===== src/rtl/vga_mode_ctrl.sv =====
// Display-mode and threshold controller: debounced pushbuttons stage mode/threshold changes,
// which reach the colour-out datapath only on a vsync falling edge so no frame tears.
module vga_mode_ctrl #(
  parameter int unsigned DEBOUNCE_CYCLES = 500000,
  parameter logic [7:0]  THR_DEFAULT     = 8'h80,
  parameter logic [7:0]  THR_STEP        = 8'h08
) (
  input  logic       clk,
  input  logic       reset,
  input  logic       key_mode_n,
  input  logic       key_up_n,
  input  logic       key_dn_n,
  input  logic       vga_vs,
  output logic [1:0] mode,
  output logic [1:0] mode_pending,
  output logic [7:0] threshold,
  output logic       cfg_update
);

  localparam int unsigned     NumKeys = 3;
  localparam int unsigned     CntW    = $clog2(DEBOUNCE_CYCLES + 1);
  localparam logic [CntW-1:0] CntLast = CntW'(DEBOUNCE_CYCLES - 1);

  localparam logic [1:0] ModeColour = 2'b00;
  localparam logic [1:0] ModeGray   = 2'b01;
  localparam logic [1:0] ModeBw     = 2'b10;

  typedef enum logic [1:0] {StRel, StChkDn, StHeld, StChkUp} key_st_e;

  // Key index: 0 = mode, 1 = up, 2 = down.
  logic [NumKeys-1:0] key_raw;
  logic [NumKeys-1:0] sync1_q, sync2_q;
  logic [NumKeys-1:0] press;

  assign key_raw = {key_dn_n, key_up_n, key_mode_n};

  always_ff @(posedge clk) begin
    if (reset) begin
      sync1_q <= '1;
      sync2_q <= '1;
    end else begin
      sync1_q <= key_raw;
      sync2_q <= sync1_q;
    end
  end

  for (genvar k = 0; k < NumKeys; k++) begin : g_key
    key_st_e         st_q, st_d;
    logic [CntW-1:0] cnt_q, cnt_d;
    logic            press_ev;

    always_ff @(posedge clk) begin
      if (reset) begin
        st_q  <= StRel;
        cnt_q <= '0;
      end else begin
        st_q  <= st_d;
        cnt_q <= cnt_d;
      end
    end

    always_comb begin
      st_d     = st_q;
      cnt_d    = cnt_q;
      press_ev = 1'b0;
      unique case (st_q)
        StRel: begin
          if (!sync2_q[k]) begin
            st_d  = StChkDn;
            cnt_d = CntW'(1);
          end
        end
        StChkDn: begin
          if (sync2_q[k]) begin
            st_d  = StRel;
            cnt_d = '0;
          end else if (cnt_q >= CntLast) begin
            st_d     = StHeld;
            cnt_d    = '0;
            press_ev = 1'b1;
          end else begin
            cnt_d = cnt_q + CntW'(1);
          end
        end
        StHeld: begin
          if (sync2_q[k]) begin
            st_d  = StChkUp;
            cnt_d = CntW'(1);
          end
        end
        StChkUp: begin
          if (!sync2_q[k]) begin
            st_d  = StHeld;
            cnt_d = '0;
          end else if (cnt_q >= CntLast) begin
            st_d  = StRel;
            cnt_d = '0;
          end else begin
            cnt_d = cnt_q + CntW'(1);
          end
        end
        default: begin
          st_d  = StRel;
          cnt_d = '0;
        end
      endcase
    end

    assign press[k] = press_ev;
  end

  logic [1:0] mode_q, mode_d, mode_pend_q, mode_pend_d;
  logic [7:0] thr_q, thr_d, thr_stage_q, thr_stage_d;
  logic       cfg_update_q, cfg_update_d;
  logic       vs_q;
  logic       frame_edge;
  logic [8:0] thr_sum;
  logic [7:0] thr_up, thr_dn;

  assign frame_edge = vs_q & ~vga_vs;
  assign thr_sum    = {1'b0, thr_stage_q} + {1'b0, THR_STEP};
  assign thr_up     = thr_sum[8] ? 8'hFF : thr_sum[7:0];
  assign thr_dn     = (thr_stage_q < THR_STEP) ? 8'h00 : thr_stage_q - THR_STEP;

  always_comb begin
    mode_pend_d = mode_pend_q;
    thr_stage_d = thr_stage_q;
    if (press[0]) begin
      case (mode_pend_q)
        ModeColour: mode_pend_d = ModeGray;
        ModeGray:   mode_pend_d = ModeBw;
        default:    mode_pend_d = ModeColour;
      endcase
    end
    // Simultaneous up and down cancel out.
    if (press[1] && !press[2]) begin
      thr_stage_d = thr_up;
    end else if (press[2] && !press[1]) begin
      thr_stage_d = thr_dn;
    end
  end

  // Commit uses the staged values as held before this cycle's events.
  always_comb begin
    mode_d       = mode_q;
    thr_d        = thr_q;
    cfg_update_d = 1'b0;
    if (frame_edge) begin
      mode_d       = mode_pend_q;
      thr_d        = thr_stage_q;
      cfg_update_d = (mode_pend_q != mode_q) || (thr_stage_q != thr_q);
    end
  end

  always_ff @(posedge clk) begin
    if (reset) begin
      vs_q         <= 1'b0;
      mode_q       <= ModeColour;
      mode_pend_q  <= ModeColour;
      thr_q        <= THR_DEFAULT;
      thr_stage_q  <= THR_DEFAULT;
      cfg_update_q <= 1'b0;
    end else begin
      vs_q         <= vga_vs;
      mode_q       <= mode_d;
      mode_pend_q  <= mode_pend_d;
      thr_q        <= thr_d;
      thr_stage_q  <= thr_stage_d;
      cfg_update_q <= cfg_update_d;
    end
  end

  assign mode         = mode_q;
  assign mode_pending = mode_pend_q;
  assign threshold    = thr_q;
  assign cfg_update   = cfg_update_q;

endmodule

===== config.mk =====
export PLATFORM = sky130hd
export DESIGN_NAME = vga_mode_ctrl
export DESIGN_NICKNAME = d
export VERILOG_FILES = /design/src/rtl/vga_mode_ctrl.sv
export SDC_FILE = /design/constraint.sdc
export NUM_CORES = 1
export LEC_CHECK = 0
export ABC_AREA = 0
export ABC_CLOCK_PERIOD_IN_PS = 8050
export CELL_PAD_IN_SITES_DETAIL_PLACEMENT = 0
export CELL_PAD_IN_SITES_GLOBAL_PLACEMENT = 1
export CORE_UTILIZATION = 51
export CTS_BUF_LIST = sky130_fd_sc_hd__clkbuf_4 sky130_fd_sc_hd__clkbuf_8
export CTS_CLUSTER_DIAMETER = 200
export DETAILED_ROUTE_END_ITERATION = 10
export PLACE_DENSITY_LB_ADDON = 0.1
export SYNTH_ARGS = -nofsm -noshare
export SYNTH_HDL_FRONTEND = slang
export SYNTH_SLANG_ARGS = --single-unit

===== constraint.sdc =====
create_clock -name clk -period 8.05 [get_ports clk]
set_input_delay 1.2075 -clock clk [delete_from_list [all_inputs] [get_ports clk]]
set_output_delay 1.2075 -clock clk [all_outputs]
set_load 0.01 [all_outputs]

==> impl_metrics.xml, run 1 <==
<?xml version="1.0" encoding="UTF-8"?>
<metrics>
  <group name="run_status">
    <metric name="run_status" unit="">completed</metric>
  </group>
  <group name="cells_and_area">
    <metric name="final_cell_count_without_fillers" unit="">676</metric>
    <metric name="layout_common_cells" unit="">87 x sky130_fd_sc_hd__dfxtp_1, 80 x sky130_fd_sc_hd__nand2_1, 44 x sky130_fd_sc_hd__a21oi_1, 35 x sky130_fd_sc_hd__nand3_1, 32 x sky130_fd_sc_hd__nor2_1</metric>
    <metric name="layout-area-overhead-vs-synth" unit="%">8.88</metric>
    <metric name="antenna-diode-count" unit="">0</metric>
    <metric name="mostFrequentLayoutCell" unit="">sky130_fd_sc_hd__dfxtp_1</metric>
    <metric name="num-fill-cells" unit="">778</metric>
    <metric name="post-route-cell-area" unit="mm^2">0.00489</metric>
    <metric name="layout_cells_sized_above_1" unit="%">5.60</metric>
    <metric name="number_of_nets_in_the_finished_design" unit="">579</metric>
  </group>
  <group name="critical_path">
    <metric name="reg2reg_depth" unit="">14</metric>
    <metric name="r2r-start" unit="">g_key[1].cnt_q[0]$_SDFFE_PP0P_</metric>
    <metric name="critical_path.startpoint" unit="">reset</metric>
    <metric name="critical_path.slowest_cell" unit="">sky130_fd_sc_hd__nand2_1</metric>
    <metric name="cp-start-kind" unit="">primary input</metric>
    <metric name="cp-end-kind" unit="">flip-flop</metric>
    <metric name="crit_buf_inv" unit="">3</metric>
    <metric name="critical_path.reg2reg.endpoint" unit="">thr_stage_q[6]$_SDFFE_PP0P_</metric>
    <metric name="data_required_time_at_the_worst_endpoint" unit="ns">8.29</metric>
    <metric name="timing.reg2reg.setup_slack" unit="ns">5.20</metric>
    <metric name="timing.critical_path.cells" unit="">clkdlybuf4s50_1 &gt; buf_4 &gt; inv_1 &gt; o2111ai_1 &gt; nand2_1 &gt; a21o_1 &gt; a22o_1</metric>
    <metric name="worst_path_dominant_cell_family" unit="">buffers and inverters</metric>
    <metric name="slowest_cell_delay_on_critical_path" unit="ns">0.50</metric>
    <metric name="crit_fanout" unit="">40</metric>
    <metric name="timing_worst_setup_path_type" unit="">primary input to flip-flop</metric>
    <metric name="crit_arrival" unit="ns">3.71</metric>
  </group>
  <group name="placement">
    <metric name="place_area" unit="mm^2">0.00469</metric>
    <metric name="numPlacedInstances" unit="">661</metric>
    <metric name="place_hpwl" unit="um">6450</metric>
    <metric name="finalWeightedCongestion" unit="">0.809</metric>
    <metric name="port_buffers" unit="">18</metric>
  </group>
  <group name="floorplanning">
    <metric name="die-area" unit="mm^2">0.00919</metric>
    <metric name="floorplan.die.height" unit="um">95.9</metric>
    <metric name="die_width" unit="um">95.9</metric>
    <metric name="core-area" unit="mm^2">0.00838</metric>
    <metric name="pin_count" unit="">19</metric>
    <metric name="fp-row-count" unit="">33</metric>
    <metric name="initial_utilization" unit="%">53.6</metric>
  </group>
  <group name="global_route">
    <metric name="groute.usage.overall" unit="%">21.9</metric>
    <metric name="antenna_found_initial" unit="">0</metric>
    <metric name="overflow" unit="">0</metric>
    <metric name="via_count_of_the_first_global_routing_pass" unit="">3492</metric>
    <metric name="wire_length_of_the_first_global_routing_pass" unit="um">15900</metric>
    <metric name="largest_net_degree_at_the_start_of_global_routing" unit="">41</metric>
  </group>
  <group name="power">
    <metric name="power_density" unit="mW/mm^2">160</metric>
    <metric name="comb_power_share" unit="%">4.1</metric>
    <metric name="pwr-share-seq" unit="%">55.9</metric>
    <metric name="p_int" unit="mW">0.608</metric>
    <metric name="sum_of_internal_switching_and_leakage_power" unit="mW">0.784</metric>
    <metric name="power.clock.fraction" unit="%">40.0</metric>
    <metric name="p_sw" unit="mW">0.176</metric>
    <metric name="worst_ir_drop_vdd" unit="V">0.0000884</metric>
    <metric name="p_leak" unit="nW">1.73</metric>
    <metric name="power_switching_share" unit="%">22.5</metric>
  </group>
  <group name="logic_synthesis">
    <metric name="synth_fp_nets" unit="">576</metric>
    <metric name="synth_enable_flop_cells" unit="">0</metric>
    <metric name="synth.yosys.seq_area_share" unit="%">38.8</metric>
    <metric name="synthArstFlopShare" unit="%">0</metric>
    <metric name="syn-instance-count" unit="">564</metric>
    <metric name="yosys_most_used_dff" unit="">sky130_fd_sc_hd__dfxtp_1</metric>
    <metric name="flop_and_latch_count_out_of_synthesis" unit="">87</metric>
    <metric name="synthesis.area_per_instance" unit="um^2">7.97</metric>
    <metric name="ys.warnings.count" unit="">0</metric>
    <metric name="syn_area" unit="mm^2">0.00449</metric>
    <metric name="yosys.cell_types.count" unit="">65</metric>
  </group>
  <group name="clock_network">
    <metric name="number_of_h_tree_branching_levels" unit="">3</metric>
    <metric name="cts_buffers" unit="">9</metric>
    <metric name="ctsRootBufferMaster" unit="">sky130_fd_sc_hd__clkbuf_8</metric>
    <metric name="clock_sink_count" unit="">87</metric>
    <metric name="cts.hold.buffers_added" unit="">0</metric>
    <metric name="cts-root-to-sink-buffers" unit="">2</metric>
    <metric name="number_of_instances_resized_during_post_cts_repair" unit="">0</metric>
    <metric name="insertion_delay" unit="ns">0.35</metric>
    <metric name="post_cts_buffers" unit="">0</metric>
    <metric name="clock_edge_transition_at_the_registers_on_the_reported_setup_and_hold_paths" unit="ns">0.08</metric>
    <metric name="cts_tree" unit="">done</metric>
  </group>
  <group name="sta">
    <metric name="maxClockFrequency" unit="GHz">0.288</metric>
    <metric name="minimum_hold_slack" unit="ns">0.414</metric>
    <metric name="worst_pin_slew" unit="ns">1.11</metric>
    <metric name="final_count_of_pins_violating_max_slew" unit="">0</metric>
    <metric name="fin_tns_setup" unit="ns">0</metric>
    <metric name="relSlewSlack" unit="%">25.8</metric>
    <metric name="post-route-min-period" unit="ns">3.47</metric>
    <metric name="fin_worst_skew" unit="ns">0.00899</metric>
    <metric name="hold_viol" unit="">0</metric>
    <metric name="grt_setup_unrepaired" unit="">no</metric>
    <metric name="finalSetupViolCount" unit="">0</metric>
    <metric name="post-route-period-util" unit="%">43.1</metric>
  </group>
  <group name="worst_hold_path">
    <metric name="min_path_type" unit="">flip-flop to flip-flop</metric>
    <metric name="hold_end" unit="">sync2_q[2]$_SDFF_PP1_</metric>
    <metric name="hold_depth" unit="">1</metric>
    <metric name="min_from" unit="">sync1_q[2]$_SDFF_PP1_</metric>
  </group>
  <group name="route">
    <metric name="vias" unit="">3985</metric>
    <metric name="first_drt_pass_iteration_count" unit="">4</metric>
    <metric name="drc" unit="">0</metric>
    <metric name="avgViaCountPerCell" unit="">5.89</metric>
    <metric name="detail_route.wl_per_cell" unit="um">14.1</metric>
    <metric name="antenna_left" unit="">0</metric>
    <metric name="wirelength" unit="um">9560</metric>
    <metric name="number_of_drc_violations_after_detailed_routing_iteration_0" unit="">114</metric>
  </group>
  <group name="job">
    <metric name="maxCapViolCount" unit="">0</metric>
  </group>
</metrics>
worst reg2reg max path, delay by kind of cell, from the launching register on:
kind | cells | cell delay (ns)
simple gates | 6 | 0.80
fa+ha+maj | 2 | 0.72
flops | 1 | 0.41
compound gates | 6 | 0.81
power by group through the flow:
stage	clock (mW)	combinational (mW)	sequential (mW)
after floorplan	0	0.0226	0.447
after global placement	0	0.0320	0.448
after detailed placement	0	0.0326	0.448
after CTS	0.322	0.0325	0.438
after global routing	0.342	0.0360	0.439
final	0.314	0.0323	0.438
registers in the layout, indices dropped and copies added (netlist names), named ones only:
register      cells
mode              2
threshold         6
sync1_q           3
thr_stage_q       6
sync2_q           3
g_key.st_q        3
g_key.cnt_q      57
mode_pending      2
vs_q              1
cfg_update        1
layer usage:
metal  wire, um  share of wire, %  vias up  GRT usage [%]
met1       4850                51     1871           28.8
met2       4320                45       58           36.1
met4         94              0.98        0           6.09
met3        292               3.1        7           4.82
met5          0                 0        -              0
li1           -                 -     2049              -
through the flow:
| stage | util [%] | setup slack, ns |
|---|---|---|
| finish | 58.4 | 4.58 |
| global route | 58.4 | 4.43 |
| CTS | 58.4 | 4.60 |
| detailed placement | 56.0 | 4.23 |
| global placement | 56.0 | 4.29 |
| floorplan | - | 5.50 |
final cells by class:
cell class                 count  area [um^2]  share of cell area, %
inverter                      18         67.6                   1.38
clock buffer                  12          159                   3.25
clock inverter                 3         42.5                  0.869
sequential                    87         1740                   35.6
timing repair buffer          21          203                   4.14
multi-input combinational    430         2550                   52.1
tap                          105          131                   2.68
cells by family after synthesis:
family	synth area share, %
buffers and inverters	4.54
AND/OR/NAND/NOR	26.7
AO/OA/AOI/OAI	23.1
adder cells (fa/ha/maj)	1.67
XOR/XNOR	3.51
multiplexers	1.78
flip-flops	38.8
synthesized netlist by cell type (11+ instances only):
cell type	number	area (um^2)
sky130_fd_sc_hd__inv_1	18	67.6
sky130_fd_sc_hd__nand2_1	80	300
sky130_fd_sc_hd__nor2_1	32	120
sky130_fd_sc_hd__clkbuf_1	15	56.3
sky130_fd_sc_hd__a21oi_1	44	220
sky130_fd_sc_hd__and2_1	11	68.8
sky130_fd_sc_hd__xor2_1	13	114
sky130_fd_sc_hd__o21ai_0	12	60.1
sky130_fd_sc_hd__a21o_1	13	97.6
sky130_fd_sc_hd__dfxtp_1	87	1740
sky130_fd_sc_hd__nand3_1	35	175
sky130_fd_sc_hd__and3_1	11	68.8
sky130_fd_sc_hd__nor3_1	18	90.1
sky130_fd_sc_hd__o21ai_1	27	135
how the worst max path moves through the flow:
stage                     depth (start not counted)                         endpoint  slack, ns
after floorplan                                  12      thr_stage_q[5]$_SDFFE_PP0P_       5.50
after global placement                            7  g_key[1].cnt_q[17]$_SDFFE_PP0P_       4.29
after detailed placement                          7  g_key[1].cnt_q[17]$_SDFFE_PP0P_       4.23
after CTS                                         7  g_key[1].cnt_q[17]$_SDFFE_PP0P_       4.60
after global routing                              7  g_key[1].cnt_q[17]$_SDFFE_PP0P_       4.43
final                                             7  g_key[1].cnt_q[17]$_SDFFE_PP0P_       4.58
Note: power is estimated with default switching activity, not from simulation.
==> run 2: changes to the inputs <==
Settings changed: ABC_CLOCK_PERIOD_IN_PS 8050 to 3020, CORE_UTILIZATION 51 to 43.
Clock period 8.05 ns to 3.02 ns, I/O delays scaled along.
==> run 2 against run 1 <==
  * Cell count up 4.9%
  * Sequential cell count unchanged
  * Setup slack lost 4.3 ns
  * Non-clock buffer count is 4 higher
  * Clock-buffer cell count is the same
  * Combinational power grew to 2.8 times the previous value
  * Design area is 1.1% higher
  * Via count grew 0.13%
  * Critical path type is now flip-flop to flip-flop
==> impl_metrics.xml, run 2 (synthesis gave the netlist of run 1 again) <==
<?xml version="1.0" encoding="UTF-8"?>
<metrics>
  <group name="run_status">
    <metric name="run_status" unit="">completed</metric>
  </group>
  <group name="clock_network">
    <metric name="cts-root-to-sink-buffers" unit="">2</metric>
    <metric name="insertion_delay" unit="ns">0.37</metric>
    <metric name="clock_sink_count" unit="">87</metric>
    <metric name="cts_tree" unit="">done</metric>
    <metric name="number_of_instances_resized_during_post_cts_repair" unit="">0</metric>
    <metric name="clock_edge_transition_at_the_registers_on_the_reported_setup_and_hold_paths" unit="ns">0.10</metric>
    <metric name="cts_buffers" unit="">9</metric>
    <metric name="ctsRootBufferMaster" unit="">sky130_fd_sc_hd__clkbuf_8</metric>
    <metric name="number_of_h_tree_branching_levels" unit="">3</metric>
    <metric name="post_cts_buffers" unit="">0</metric>
    <metric name="cts.hold.buffers_added" unit="">0</metric>
  </group>
  <group name="sta">
    <metric name="finalSetupViolCount" unit="">0</metric>
    <metric name="minimum_hold_slack" unit="ns">0.415</metric>
    <metric name="hold_viol" unit="">0</metric>
    <metric name="maxClockFrequency" unit="GHz">0.369</metric>
    <metric name="post-route-period-util" unit="%">89.7</metric>
    <metric name="relSlewSlack" unit="%">22.5</metric>
    <metric name="final_count_of_pins_violating_max_slew" unit="">0</metric>
    <metric name="fin_worst_skew" unit="ns">0.0122</metric>
    <metric name="grt_setup_unrepaired" unit="">no</metric>
    <metric name="post-route-min-period" unit="ns">2.71</metric>
    <metric name="worst_pin_slew" unit="ns">1.15</metric>
    <metric name="fin_tns_setup" unit="ns">0</metric>
  </group>
  <group name="cells_and_area">
    <metric name="antenna-diode-count" unit="">0</metric>
    <metric name="layout_cells_sized_above_1" unit="%">6.60</metric>
    <metric name="mostFrequentLayoutCell" unit="">sky130_fd_sc_hd__dfxtp_1</metric>
    <metric name="multi_input_area" unit="mm^2">0.00255</metric>
    <metric name="regArea" unit="mm^2">0.00174</metric>
    <metric name="largest_register_ffs" unit="">57</metric>
    <metric name="registers.top_by_ff_count" unit="">g_key.cnt_q</metric>
    <metric name="number_of_nets_in_the_finished_design" unit="">583</metric>
    <metric name="layout-area-overhead-vs-synth" unit="%">10.1</metric>
    <metric name="num-fill-cells" unit="">990</metric>
    <metric name="layout_common_cells" unit="">87 x sky130_fd_sc_hd__dfxtp_1, 80 x sky130_fd_sc_hd__nand2_1, 44 x sky130_fd_sc_hd__a21oi_1, 35 x sky130_fd_sc_hd__nand3_1, 32 x sky130_fd_sc_hd__nor2_1</metric>
  </group>
  <group name="critical_path">
    <metric name="slowest_cell_delay_on_critical_path" unit="ns">0.41</metric>
    <metric name="timing.reg2reg.setup_slack" unit="ns">0.31</metric>
    <metric name="timing_worst_setup_path_type" unit="">flip-flop to flip-flop</metric>
    <metric name="cp-end-kind" unit="">flip-flop</metric>
    <metric name="data_required_time_at_the_worst_endpoint" unit="ns">3.28</metric>
    <metric name="critical_path.reg2reg.endpoint" unit="">thr_stage_q[6]$_SDFFE_PP0P_</metric>
    <metric name="worst_path_dominant_cell_family" unit="">compound AO/OA/AOI/OAI gates</metric>
    <metric name="reg2reg_depth" unit="">14</metric>
    <metric name="cp-start-kind" unit="">flip-flop</metric>
    <metric name="crit_fanout" unit="">13</metric>
    <metric name="crit_arrival" unit="ns">2.96</metric>
    <metric name="critical_path.slowest_cell" unit="">sky130_fd_sc_hd__dfxtp_1</metric>
    <metric name="crit_buf_inv" unit="">0</metric>
    <metric name="timing.critical_path.cells" unit="">ha_1 &gt; a21o_1 &gt; a2111oi_2 &gt; o21a_1 &gt; nor2_1 &gt; nand2_1 &gt; nor3_1 &gt; ha_2 &gt; nand3_1 &gt; o22a_1 &gt; o22ai_1 &gt; nor2_1 &gt; a21oi_1 &gt; nor3_1</metric>
    <metric name="r2r-start" unit="">g_key[1].cnt_q[0]$_SDFFE_PP0P_</metric>
  </group>
  <group name="worst_hold_path">
    <metric name="hold_depth" unit="">1</metric>
    <metric name="min_path_type" unit="">flip-flop to flip-flop</metric>
    <metric name="hold_end" unit="">sync2_q[1]$_SDFF_PP1_</metric>
    <metric name="min_from" unit="">sync1_q[1]$_SDFF_PP1_</metric>
  </group>
  <group name="power">
    <metric name="pwr-share-seq" unit="%">57.4</metric>
    <metric name="comb_power_share" unit="%">4.4</metric>
    <metric name="power_switching_share" unit="%">24.1</metric>
    <metric name="power.clock.fraction" unit="%">38.2</metric>
    <metric name="p_sw" unit="mW">0.490</metric>
    <metric name="p_leak" unit="nW">1.74</metric>
    <metric name="power_density" unit="mW/mm^2">411</metric>
    <metric name="worst_ir_drop_vdd" unit="V">0.000223</metric>
    <metric name="p_int" unit="mW">1.55</metric>
    <metric name="sum_of_internal_switching_and_leakage_power" unit="mW">2.04</metric>
  </group>
  <group name="floorplanning">
    <metric name="floorplan.die.height" unit="um">104</metric>
    <metric name="initial_utilization" unit="%">45.1</metric>
    <metric name="fp-row-count" unit="">36</metric>
    <metric name="die-area" unit="mm^2">0.0109</metric>
    <metric name="die_width" unit="um">104</metric>
    <metric name="pin_count" unit="">19</metric>
    <metric name="core-area" unit="mm^2">0.00995</metric>
  </group>
  <group name="global_route">
    <metric name="groute.usage.overall" unit="%">19.0</metric>
    <metric name="via_count_of_the_first_global_routing_pass" unit="">3575</metric>
    <metric name="wire_length_of_the_first_global_routing_pass" unit="um">17100</metric>
    <metric name="antenna_found_initial" unit="">0</metric>
    <metric name="overflow" unit="">0</metric>
    <metric name="largest_net_degree_at_the_start_of_global_routing" unit="">24</metric>
  </group>
  <group name="placement">
    <metric name="port_buffers" unit="">18</metric>
    <metric name="finalWeightedCongestion" unit="">0.787</metric>
    <metric name="place_hpwl" unit="um">6850</metric>
  </group>
  <group name="route">
    <metric name="vias" unit="">3990</metric>
    <metric name="first_drt_pass_iteration_count" unit="">5</metric>
    <metric name="wirelength" unit="um">10000</metric>
    <metric name="antenna_left" unit="">0</metric>
    <metric name="number_of_drc_violations_after_detailed_routing_iteration_0" unit="">105</metric>
    <metric name="avgViaCountPerCell" unit="">5.63</metric>
    <metric name="drc" unit="">0</metric>
    <metric name="detail_route.wl_per_cell" unit="um">14.1</metric>
  </group>
  <group name="job">
    <metric name="maxCapViolCount" unit="">0</metric>
  </group>
</metrics>
==> run 2: layer usage <==
metal	part of all wire [%]	up-vias	global-route usage, %
met1	50	1877	25.4
met4	1.1	0	5.61
met2	46	49	30.9
met5	0	-	0
met3	3.2	11	3.95
li1	-	2053	-
==> run 2: how the worst max path moves through the flow <==
stage                                        to  cells after the start                      startpoint
global placement    thr_stage_q[6]$_SDFFE_PP0P_                     14  g_key[1].cnt_q[0]$_SDFFE_PP0P_
CTS                 thr_stage_q[6]$_SDFFE_PP0P_                     14  g_key[1].cnt_q[0]$_SDFFE_PP0P_
finish              thr_stage_q[6]$_SDFFE_PP0P_                     14  g_key[1].cnt_q[0]$_SDFFE_PP0P_
global route        thr_stage_q[6]$_SDFFE_PP0P_                     14  g_key[1].cnt_q[0]$_SDFFE_PP0P_
detailed placement  thr_stage_q[6]$_SDFFE_PP0P_                     14  g_key[1].cnt_q[0]$_SDFFE_PP0P_
floorplan           thr_stage_q[5]$_SDFFE_PP0P_                     12  g_key[1].cnt_q[3]$_SDFFE_PP0P_
==> run 2: power by group through the flow <==
stage / combinational, mW / clock (mW) / sequential (mW)
after floorplan: 0.0602 / 0 / 1.19
after global placement: 0.0885 / 0 / 1.20
after detailed placement: 0.0896 / 0 / 1.20
after CTS: 0.0902 / 0.809 / 1.17
after global routing: 0.0994 / 0.858 / 1.17
final: 0.0898 / 0.778 / 1.17
==> run 2: worst register-to-register path, stage by stage, from the launching register on <==
cell,delay (ns)
sky130_fd_sc_hd__dfxtp_1,0.41
sky130_fd_sc_hd__ha_1,0.25
sky130_fd_sc_hd__a21o_1,0.12
sky130_fd_sc_hd__a2111oi_2,0.07
sky130_fd_sc_hd__o21a_1,0.18
sky130_fd_sc_hd__nor2_1,0.29
sky130_fd_sc_hd__nand2_1,0.11
sky130_fd_sc_hd__nor3_1,0.17
sky130_fd_sc_hd__ha_2,0.34
sky130_fd_sc_hd__nand3_1,0.10
sky130_fd_sc_hd__o22a_1,0.17
sky130_fd_sc_hd__o22ai_1,0.16
sky130_fd_sc_hd__nor2_1,0.05
sky130_fd_sc_hd__a21oi_1,0.12
sky130_fd_sc_hd__nor3_1,0.05
==> run 2: cell type report <==
cell class                 instances  share of cell area, %
tap                              133                   3.36
clock buffer                      12                   3.21
multi-input combinational        430                   51.6
sequential                        87                   35.2
timing repair buffer              25                   4.70
inverter                          18                   1.37
clock inverter                     4                  0.607
==> run 2: metrics by stage <==
| stage | std cells | area, um^2 | setup slack, ns | utilization (%) |
|---|---|---|---|---|
| after detailed placement | 693 | 4760 | 0.263 | 47.8 |
| after global placement | 693 | 4760 | 0.338 | 47.8 |
| after global routing | 709 | 4950 | 0.0554 | 49.7 |
| after CTS | 709 | 4950 | 0.236 | 49.7 |
| after floorplan | 564 | 4490 | 0.474 | - |
| final | 709 | 4950 | 0.313 | 49.7 |
==> run 3: changes to the inputs <==
Settings changed: RECOVER_POWER from default to 50.
==> run 3 against run 2 <==
  * Clock-buffer cell count stayed put
  * Sequential cell count stayed put
  * Core utilization is 0.15 points lower
  * Design area is 0.30% lower
  * Worst hold slack hardly changed
  * First-iteration DRC count is 14% higher
  * Wire length is 0.55% lower
  * Via count is 0.98% lower
  * Critical path type unchanged
  * Largest cell class unchanged
==> impl_metrics.xml, run 3 (synthesis gave the netlist of run 1 again) <==
<?xml version="1.0" encoding="UTF-8"?>
<metrics>
  <group name="placement">
    <metric name="numPlacedInstances" unit="">693</metric>
    <metric name="place_hpwl" unit="um">6850</metric>
    <metric name="finalWeightedCongestion" unit="">0.787</metric>
    <metric name="port_buffers" unit="">18</metric>
  </group>
  <group name="critical_path">
    <metric name="reg2reg_depth" unit="">8</metric>
    <metric name="r2r-start" unit="">g_key[0].cnt_q[0]$_SDFFE_PP0P_</metric>
    <metric name="crit_fanout" unit="">14</metric>
    <metric name="crit_arrival" unit="ns">3.05</metric>
    <metric name="data_required_time_at_the_worst_endpoint" unit="ns">3.31</metric>
    <metric name="timing.critical_path.cells" unit="">ha_1 &gt; and4_1 &gt; a311o_1 &gt; a221oi_1 &gt; o211ai_1 &gt; clkbuf_2 &gt; or3_1 &gt; o21ai_1</metric>
    <metric name="timing_worst_setup_path_type" unit="">flip-flop to flip-flop</metric>
    <metric name="timing.reg2reg.setup_slack" unit="ns">0.26</metric>
    <metric name="critical_path.reg2reg.endpoint" unit="">g_key[0].cnt_q[16]$_SDFFE_PP0P_</metric>
    <metric name="slowest_cell_delay_on_critical_path" unit="ns">0.52</metric>
    <metric name="critical_path.slowest_cell" unit="">sky130_fd_sc_hd__a221oi_1</metric>
    <metric name="cp-end-kind" unit="">flip-flop</metric>
    <metric name="cp-start-kind" unit="">flip-flop</metric>
  </group>
  <group name="floorplanning">
    <metric name="fp-row-count" unit="">36</metric>
    <metric name="die-area" unit="mm^2">0.0109</metric>
    <metric name="die_width" unit="um">104</metric>
    <metric name="pin_count" unit="">19</metric>
    <metric name="core-area" unit="mm^2">0.00995</metric>
    <metric name="floorplan.die.height" unit="um">104</metric>
    <metric name="initial_utilization" unit="%">45.1</metric>
  </group>
  <group name="worst_hold_path">
    <metric name="min_path_type" unit="">flip-flop to flip-flop</metric>
    <metric name="min_from" unit="">sync1_q[2]$_SDFF_PP1_</metric>
    <metric name="hold_depth" unit="">1</metric>
    <metric name="hold_end" unit="">sync2_q[2]$_SDFF_PP1_</metric>
  </group>
  <group name="cells_and_area">
    <metric name="mostFrequentLayoutCell" unit="">sky130_fd_sc_hd__dfxtp_1</metric>
    <metric name="number_of_nets_in_the_finished_design" unit="">583</metric>
    <metric name="antenna-diode-count" unit="">0</metric>
    <metric name="final_cell_count_without_fillers" unit="">709</metric>
    <metric name="layout_cells_sized_above_1" unit="%">6.08</metric>
    <metric name="layout_common_cells" unit="">87 x sky130_fd_sc_hd__dfxtp_1, 80 x sky130_fd_sc_hd__nand2_1, 44 x sky130_fd_sc_hd__a21oi_1, 35 x sky130_fd_sc_hd__nand3_1, 32 x sky130_fd_sc_hd__nor2_1</metric>
    <metric name="largest_register_ffs" unit="">57</metric>
    <metric name="registers.top_by_ff_count" unit="">g_key.cnt_q</metric>
    <metric name="layout-area-overhead-vs-synth" unit="%">9.77</metric>
  </group>
  <group name="clock_network">
    <metric name="clock_sink_count" unit="">87</metric>
    <metric name="cts_tree" unit="">done</metric>
    <metric name="insertion_delay" unit="ns">0.36</metric>
    <metric name="ctsRootBufferMaster" unit="">sky130_fd_sc_hd__clkbuf_8</metric>
    <metric name="cts_buffers" unit="">9</metric>
    <metric name="post_cts_buffers" unit="">0</metric>
    <metric name="number_of_h_tree_branching_levels" unit="">3</metric>
    <metric name="cts-root-to-sink-buffers" unit="">2</metric>
    <metric name="clock_edge_transition_at_the_registers_on_the_reported_setup_and_hold_paths" unit="ns">0.08</metric>
  </group>
  <group name="power">
    <metric name="pwr-share-seq" unit="%">57.5</metric>
    <metric name="p_sw" unit="mW">0.486</metric>
    <metric name="power_density" unit="mW/mm^2">412</metric>
    <metric name="p_int" unit="mW">1.54</metric>
    <metric name="power.clock.fraction" unit="%">38.1</metric>
    <metric name="comb_power_share" unit="%">4.3</metric>
    <metric name="p_leak" unit="nW">1.77</metric>
    <metric name="power_switching_share" unit="%">24.0</metric>
    <metric name="worst_ir_drop_vdd" unit="V">0.000223</metric>
  </group>
  <group name="route">
    <metric name="avgViaCountPerCell" unit="">5.57</metric>
    <metric name="met1_length" unit="um">5050</metric>
    <metric name="vias" unit="">3951</metric>
    <metric name="routed-wl-met3" unit="um">208</metric>
    <metric name="wirelength" unit="um">9960</metric>
    <metric name="first_drt_pass_iteration_count" unit="">5</metric>
    <metric name="drc" unit="">0</metric>
    <metric name="detail_route.wl_per_cell" unit="um">14.0</metric>
    <metric name="antenna_left" unit="">0</metric>
    <metric name="wl_met2" unit="um">4620</metric>
    <metric name="number_of_drc_violations_after_detailed_routing_iteration_0" unit="">120</metric>
    <metric name="highest-signal-layer" unit="">met4</metric>
  </group>
  <group name="sta">
    <metric name="maxClockFrequency" unit="GHz">0.362</metric>
    <metric name="relSlewSlack" unit="%">23.9</metric>
    <metric name="finalSetupViolCount" unit="">0</metric>
    <metric name="post-route-period-util" unit="%">91.4</metric>
    <metric name="post-route-min-period" unit="ns">2.76</metric>
    <metric name="worst_pin_slew" unit="ns">1.14</metric>
    <metric name="minimum_hold_slack" unit="ns">0.415</metric>
    <metric name="grt_setup_unrepaired" unit="">no</metric>
    <metric name="fin_tns_setup" unit="ns">0</metric>
    <metric name="fin_worst_skew" unit="ns">0.00952</metric>
    <metric name="final_count_of_pins_violating_max_slew" unit="">0</metric>
    <metric name="hold_viol" unit="">0</metric>
  </group>
  <group name="global_route">
    <metric name="wire_length_of_the_first_global_routing_pass" unit="um">17100</metric>
    <metric name="groute.usage.overall" unit="%">19.0</metric>
    <metric name="overflow" unit="">0</metric>
    <metric name="largest_net_degree_at_the_start_of_global_routing" unit="">24</metric>
    <metric name="antenna_found_initial" unit="">0</metric>
    <metric name="via_count_of_the_first_global_routing_pass" unit="">3575</metric>
  </group>
  <group name="run_status">
    <metric name="run_status" unit="">completed</metric>
  </group>
  <group name="job">
    <metric name="maxCapViolCount" unit="">0</metric>
  </group>
</metrics>
## run 3: changes by cell type in the layout (fill, tap and decap cells not counted)
| cell | delta |
|---|---|
| sky130_fd_sc_hd__a221oi_1 | +1 |
| sky130_fd_sc_hd__a221oi_2 | -1 |
| sky130_fd_sc_hd__and4_1 | +1 |
| sky130_fd_sc_hd__and4_4 | -1 |
| sky130_fd_sc_hd__buf_4 | -2 |
| sky130_fd_sc_hd__clkbuf_1 | +1 |
| sky130_fd_sc_hd__clkbuf_2 | +1 |
| sky130_fd_sc_hd__clkdlybuf4s50_1 | -15 |
| sky130_fd_sc_hd__dlygate4sd3_1 | +15 |
| sky130_fd_sc_hd__o21ai_0 | +5 |
| sky130_fd_sc_hd__o21ai_1 | -5 |
## run 3: stage by stage
| step | instance area (um^2) | utilization, % | setup slack, ns | total power, mW |
|---|---|---|---|---|
| global route | 4930 | 49.6 | 0.0442 | 2.13 |
| finish | 4930 | 49.6 | 0.259 | 2.03 |
| detailed placement | 4760 | 47.8 | 0.263 | 1.28 |
| floorplan | 4490 | - | 0.474 | 1.25 |
| CTS | 4950 | 49.7 | 0.236 | 2.07 |
| global placement | 4760 | 47.8 | 0.338 | 1.28 |
## run 3: what timing repair did
| item | in CTS | in global routing |
|---|---|---|
| endpoints found under the setup margin | 0 | 1 |
| resized for setup | 0 | 1 |
| hold buffers | 0 | 0 |
| hold endpoints to repair | 0 | 0 |
## run 3: layout make-up
type,instances,area [um^2]
Multi-Input combinational cell,430,2540
Tap cell,133,166
Fill cell,994,5020
Clock inverter,4,30.0
Inverter,18,67.6
Clock buffer,12,159
Sequential cell,87,1740
Timing Repair Buffer,25,226
## run 3: worst max-delay path: cells and delay by family (launching register included)
kind / cells / cell delay (ns)
adder cells (fa/ha/maj): 1 / 0.27
flip-flops: 1 / 0.36
AND/OR/NAND/NOR: 2 / 0.64
AO/OA/AOI/OAI: 4 / 1.16
buffers and inverters: 1 / 0.26
## run 3: how the worst max path moves through the flow
stage                                              start                              end  slack, ns  cells past startpoint
after floorplan           g_key[1].cnt_q[3]$_SDFFE_PP0P_      thr_stage_q[5]$_SDFFE_PP0P_       0.47                     12
after detailed placement  g_key[1].cnt_q[0]$_SDFFE_PP0P_      thr_stage_q[6]$_SDFFE_PP0P_       0.26                     14
after CTS                 g_key[1].cnt_q[0]$_SDFFE_PP0P_      thr_stage_q[6]$_SDFFE_PP0P_       0.24                     14
final                     g_key[0].cnt_q[0]$_SDFFE_PP0P_  g_key[0].cnt_q[16]$_SDFFE_PP0P_       0.26                      8
after global placement    g_key[1].cnt_q[0]$_SDFFE_PP0P_      thr_stage_q[6]$_SDFFE_PP0P_       0.34                     14
after global routing      g_key[0].cnt_q[0]$_SDFFE_PP0P_   g_key[0].cnt_q[6]$_SDFFE_PP0P_       0.04                      8
## run 3: power groups by stage
| stage | Sequential [mW] | Clock (mW) | Combinational, mW |
|---|---|---|---|
| 5_1_grt | 1.17 | 0.858 | 0.0978 |
| 6_report | 1.17 | 0.774 | 0.0882 |
| 4_1_cts | 1.17 | 0.809 | 0.0902 |
| 3_3_place_gp | 1.20 | 0 | 0.0885 |
| 3_5_place_dp | 1.20 | 0 | 0.0896 |
| 2_1_floorplan | 1.19 | 0 | 0.0602 |
## run 3: metal layers
metal / GRT usage, % / up-vias
li1: - / 2057
met5: 0 / -
met3: 3.95 / 5
met2: 30.9 / 28
met1: 25.4 / 1861
met4: 5.61 / 0
